### config.mk
export PLATFORM = sky130hd
export DESIGN_NAME = uart_tx_fifo
export DESIGN_NICKNAME = d
export VERILOG_FILES = /design/src/rtl/uart_tx_fifo.sv
export SDC_FILE = /design/constraint.sdc
export NUM_CORES = 1
export LEC_CHECK = 0
export ABC_AREA = 1
export CAP_MARGIN = 10
export CORE_MARGIN = 8
export CORE_UTILIZATION = 52
export CTS_CLUSTER_SIZE = 20
export DETAILED_ROUTE_END_ITERATION = 8
export PLACE_DENSITY = 0.73
export SLEW_MARGIN = 20
export SYNTH_ARGS = -nofsm -noshare
export SYNTH_HDL_FRONTEND = slang
export SYNTH_SLANG_ARGS = --single-unit
### constraint.sdc
create_clock -name clk -period 3.6 [get_ports clk]
set_input_delay 0.54 -clock clk [delete_from_list [all_inputs] [get_ports clk]]
set_output_delay 0.54 -clock clk [all_outputs]
set_load 0.02 [all_outputs]
### src/rtl/uart_tx_fifo.sv
// ---------------------------------------------------------------------------
// uart_tx_fifo
//
// Byte buffer and transmit sequencer for the transmit side of the uart
// wrapper. Producers push bytes at clock rate through wr_en/wr_data. The
// bytes are held in a circular FIFO and handed to the UART one at a time.
// Each byte gets a single-cycle send_data pulse, and the next byte is not
// issued until tx_done returns for the current one.
//
// Parameters
//   DEPTH      FIFO capacity in bytes (power of two, >= 2)
//   AW         pointer width, derived from DEPTH
//
// Ports
//   clk        system clock (shared with the uart)
//   rst_n      asynchronous active-low reset
//   wr_en      write strobe, one byte per cycle when not full
//   wr_data    byte to enqueue
//   full       FIFO holds DEPTH bytes
//   empty      FIFO holds no bytes
//   count      bytes currently stored (0..DEPTH)
//   overflow   one-cycle pulse, cycle after a write dropped while full
//   busy       a byte is in flight to the uart (waiting for tx_done)
//   send_data  one-cycle start pulse to uart.send_data
//   tx_data    byte to uart.tx_data, held from send_data until tx_done
//   tx_done    one-cycle completion pulse from the uart
// ---------------------------------------------------------------------------
module uart_tx_fifo #(
  parameter int DEPTH = 16,
  localparam int AW = $clog2(DEPTH)
) (
  input  logic          clk,
  input  logic          rst_n,
  input  logic          wr_en,
  input  logic [7:0]    wr_data,
  output logic          full,
  output logic          empty,
  output logic [AW:0]   count,
  output logic          overflow,
  output logic          busy,
  output logic          send_data,
  output logic [7:0]    tx_data,
  input  logic          tx_done
);

  localparam logic [0:0] ST_IDLE = 1'b0;
  localparam logic [0:0] ST_WAIT = 1'b1;

  localparam logic [AW:0]   FULL_COUNT = (AW + 1)'(DEPTH);
  localparam logic [AW:0]   CNT_ONE    = (AW + 1)'(1);
  localparam logic [AW-1:0] PTR_ONE    = AW'(1);

  // Storage, no reset on the array so it maps onto distributed/block RAM.
  logic [7:0]    mem [DEPTH];

  logic [0:0]    state_reg;
  logic [0:0]    state_next;
  logic [AW-1:0] wp_reg;
  logic [AW-1:0] rp_reg;
  logic [AW:0]   count_reg;
  logic [AW:0]   count_next;
  logic          overflow_reg;
  logic          send_data_reg;
  logic [7:0]    tx_data_reg;

  logic          full_int;
  logic          empty_int;
  logic          wr_accept;
  logic          pop;

  // Status comes from the registered occupancy only; pointer equality is
  // ambiguous between full and empty and is never used.
  assign full_int  = (count_reg == FULL_COUNT);
  assign empty_int = (count_reg == '0);

  // A write while full is dropped even if a pop happens in the same cycle:
  // there is deliberately no same-cycle bypass.
  assign wr_accept = wr_en && !full_int;

  // Issue sequencer. A pop is the only way a byte leaves the FIFO, and it
  // always coincides with loading tx_data and launching send_data next cycle.
  always_comb begin
    state_next = state_reg;
    pop        = 1'b0;
    case (state_reg)
      ST_IDLE: begin
        // tx_done in IDLE is meaningless and is ignored.
        if (!empty_int) begin
          pop        = 1'b1;
          state_next = ST_WAIT;
        end
      end
      ST_WAIT: begin
        if (tx_done) begin
          if (!empty_int) begin
            // Back-to-back: issue immediately and stay in WAIT.
            pop = 1'b1;
          end else begin
            state_next = ST_IDLE;
          end
        end
      end
      default: begin
        state_next = ST_IDLE;
      end
    endcase
  end

  // Occupancy: a simultaneous accept and pop cancel out.
  always_comb begin
    count_next = count_reg;
    case ({wr_accept, pop})
      2'b10:   count_next = count_reg + CNT_ONE;
      2'b01:   count_next = count_reg - CNT_ONE;
      default: count_next = count_reg;
    endcase
  end

  always_ff @(posedge clk or negedge rst_n) begin
    if (!rst_n) begin
      state_reg     <= ST_IDLE;
      wp_reg        <= '0;
      rp_reg        <= '0;
      count_reg     <= '0;
      overflow_reg  <= 1'b0;
      send_data_reg <= 1'b0;
      tx_data_reg   <= 8'h00;
    end else begin
      state_reg     <= state_next;
      count_reg     <= count_next;
      overflow_reg  <= wr_en && full_int;
      send_data_reg <= pop;
      if (wr_accept) begin
        wp_reg <= wp_reg + PTR_ONE;
      end
      if (pop) begin
        rp_reg      <= rp_reg + PTR_ONE;
        // Registered read: tx_data then holds until the next pop, which
        // cannot happen before tx_done for this byte.
        tx_data_reg <= mem[rp_reg];
      end
    end
  end

  always_ff @(posedge clk) begin
    if (wr_accept) begin
      mem[wp_reg] <= wr_data;
    end
  end

  assign full      = full_int;
  assign empty     = empty_int;
  assign count     = count_reg;
  assign overflow  = overflow_reg;
  assign busy      = (state_reg == ST_WAIT);
  assign send_data = send_data_reg;
  assign tx_data   = tx_data_reg;

endmodule

==> results.py <==
metrics = {
    "clocking": {
        "post_cts_buffers": 0,
        "postCtsHoldBufs": 0,
        "cts_tree": "built",
        "clk_latency_ps": 420,
        "clock-root-buffer": "clkbuf_16",
        "post_cts_resized": 0,
        "htree_levels": 4,
        "clk_path_buf_depth": 2,
        "clk_pin_slew_ps": 60,
        "cts_sinks": 152,
        "cts_buffers": 17,
    },
    "final_layout": {
        "n_antenna_cell": 0,
        "nets": 725,
        "fill_cells": 1036,
        "largest_reg_flops": 128,
        "area.growth.synth_to_final_pct": 14.3,
        "multiInputGateArea_sq_um": 1700,
        "design_area_sq_um": 7730,
        "drive_above_1_share_pct": 13.0,
        "seqCellArea_sq_um": 4450,
    },
    "setup_path": {
        "cp-start-kind": "flop",
        "path_cells": "nor2_2 > nand4_1 > inv_1 > clkdlybuf4s50_1",
        "crit_fanout": 5,
        "cp.buffers_inverters": 2,
        "cp_top_family": "buffers and inverters",
        "crit_type": "flop to output port",
        "arrival_ps": 1940,
        "required_ps": 3060,
        "cp-end-kind": "output port",
        "critPathMaxStageDelay_ps": 600,
        "worst_path_max_delay_cell": "clkdlybuf4s50_1",
    },
    "floorplanning": {
        "die_x_microns": 130,
        "rows": 41,
        "ios": 30,
        "die_h_microns": 130,
        "initial_core_util_pct": 53.4,
        "core_sq_um": 12700,
        "dieArea_sq_um": 16900,
    },
    "job": {
        "cap_viol_max_count": 0,
    },
    "drt": {
        "wirelength_mm": 14.7,
        "drc": 0,
        "antenna_left": 0,
        "drtIter0Drc": 473,
        "vias_per_cell": 5.12,
        "dr.pass1.iters": 5,
        "via_count": 4559,
        "wl_per_cell_microns": 16.5,
    },
    "sta": {
        "min_period_ps": 2480,
        "worstMarginPinSlew_ps": 953,
        "setup_viol": 0,
        "holdWs_ps": 103,
        "final_hold_viol_count": 0,
        "slew_violations": 0,
        "finalCritPeriodShare_pct": 68.8,
        "grt_setup_unrepaired": "no",
        "tns_ps": 0,
        "skew_ps": 5.72,
        "fmaxAchievable_ghz": 0.404,
        "relSlewSlack_pct": 36.5,
    },
    "synth": {
        "synthTopCellsByCount": "229 x nand2_1, 128 x edfxtp_1, 103 x nand3_1",
        "seq_area_frac_synth_pct": 65.7,
        "yosysWarnings": 0,
        "syn-num-nets": 701,
        "synth.most_common_cell": "nand2_1",
        "syn_area_per_cell_sq_um": 9.93,
        "synth.largest_area_cell": "edfxtp_1",
        "synthArstFlopShare_pct": 15.8,
        "synth_cells": 681,
        "ys_dominant_reg_cell": "edfxtp_1",
        "synth_top_area_share_pct": 56.8,
        "synth_area_sq_um": 6760,
        "synth-seq-cells": 152,
        "synth_area_leaders": "edfxtp_1 57%, nand2_1 13%, dfrtp_1 8.9%",
        "yosysUniqueCellTypes": 24,
        "synth_enable_flop_cells": 128,
    },
    "pwr": {
        "p_per_area_nw_per_um2": 812,
        "total_power_mw": 6.28,
        "vdd_drop_max_mv": 0.477,
        "p_leak_nw": 3.37,
    },
    "place": {
        "dpl.hpwl_mm": 9.30,
        "placed_area_sq_um": 7130,
        "portBuffers": 29,
        "globalplace.congestion": 0.855,
    },
    "global_routing": {
        "antenna_found_initial": 0,
        "grt_max_degree": 67,
        "grt_first_pass_wirelength_mm": 23.0,
        "grt_usage_pct": 18.5,
        "grt_overflow": 0,
        "grt_pass1_vias": 4418,
    },
    "outcome": {
        "outcome": "completed",
    },
    "hold_path": {
        "hold_class": "primary input to asynchronous set/reset pin",
    },
}
[metrics by stage]
step,util [%],setup slack (ps),cells
6_report,61.0,1120,890
5_1_grt,61.0,900,890
4_1_cts,61.0,1080,890
3_5_place_dp,56.3,795,858
3_3_place_gp,56.3,916,858
2_1_floorplan,-,1330,681
[final timing paths]
check / from / end / slack (ps) / cells after the start
max: count[2] / full / 1120 / 4
min: rst_n / count[0] / 100 / 1
max reg2reg: count[2] / count[4] / 1160 / 15
min reg2reg: tx_data[6] / tx_data[6] / 480 / 2
max in group asynchronous: rst_n / rp_reg[0] / 3090 / 1
min in group clk: tx_data[6] / tx_data[6] / 480 / 2
[layout make-up]
type | instances | share of cell area, %
tap | 172 | 2.78
multi-input combinational | 380 | 22.0
sequential | 152 | 57.5
clock inverter | 15 | 2.30
timing repair buffer | 31 | 3.88
inverter | 123 | 5.99
clock buffer | 17 | 5.50
[worst register-to-register path: cells and delay by family (launching register included)]
| kind | cells | cell delay (ps) |
|---|---|---|
| AND/OR/NAND/NOR | 10 | 980 |
| XOR/XNOR | 1 | 200 |
| flip-flops | 1 | 450 |
| buffers and inverters | 2 | 210 |
| adder cells (fa/ha/maj) | 2 | 480 |
[where the power goes]
part | total (mW) | internal, mW | leakage [nW] | switching (mW)
Clock | 1.79 | 1.09 | 0.285 | 0.702
Combinational | 2.12 | 0.683 | 1.64 | 1.44
Sequential | 2.37 | 2.18 | 1.44 | 0.189
Total | 6.28 | 3.95 | 3.37 | 2.33
[layout by cell type, fill, tap and decap left out, types with 17 or more instances in the layout]
cell type / synthesis / routed
nand2_1: 229 / 229
clkbuf_16: 0 / 17
edfxtp_1: 128 / 128
nand3_1: 103 / 103
inv_2: 56 / 55
dfrtp_1: 24 / 23
nor2_1: 19 / 19
inv_1: 66 / 66
clkdlybuf4s50_1: 0 / 28
[cells by family (layout without fill, tap and decap cells)]
family / count (synthesis) / after routing / synth area share [%]
AOI/OAI and AO/OA: 7 / 7 / 0.573
adders and majority gates: 8 / 8 / 1.48
buffers and inverters: 149 / 186 / 9.12
and+or+nand+nor: 356 / 356 / 22.0
xor gates and xnor gates: 9 / 9 / 1.17
DFF: 152 / 152 / 65.7
[metal layers]
layer	routed length, microns	share of wire (%)	vias up	GRT usage [%]
met5	0	0	-	0
met4	318	2.2	0	7.24
met3	884	6.0	20	4.32
met2	7320	50	152	30.7
met1	6170	42	2170	22.9
li1	-	-	2217	-
Power figures use the tool's default switching activity.
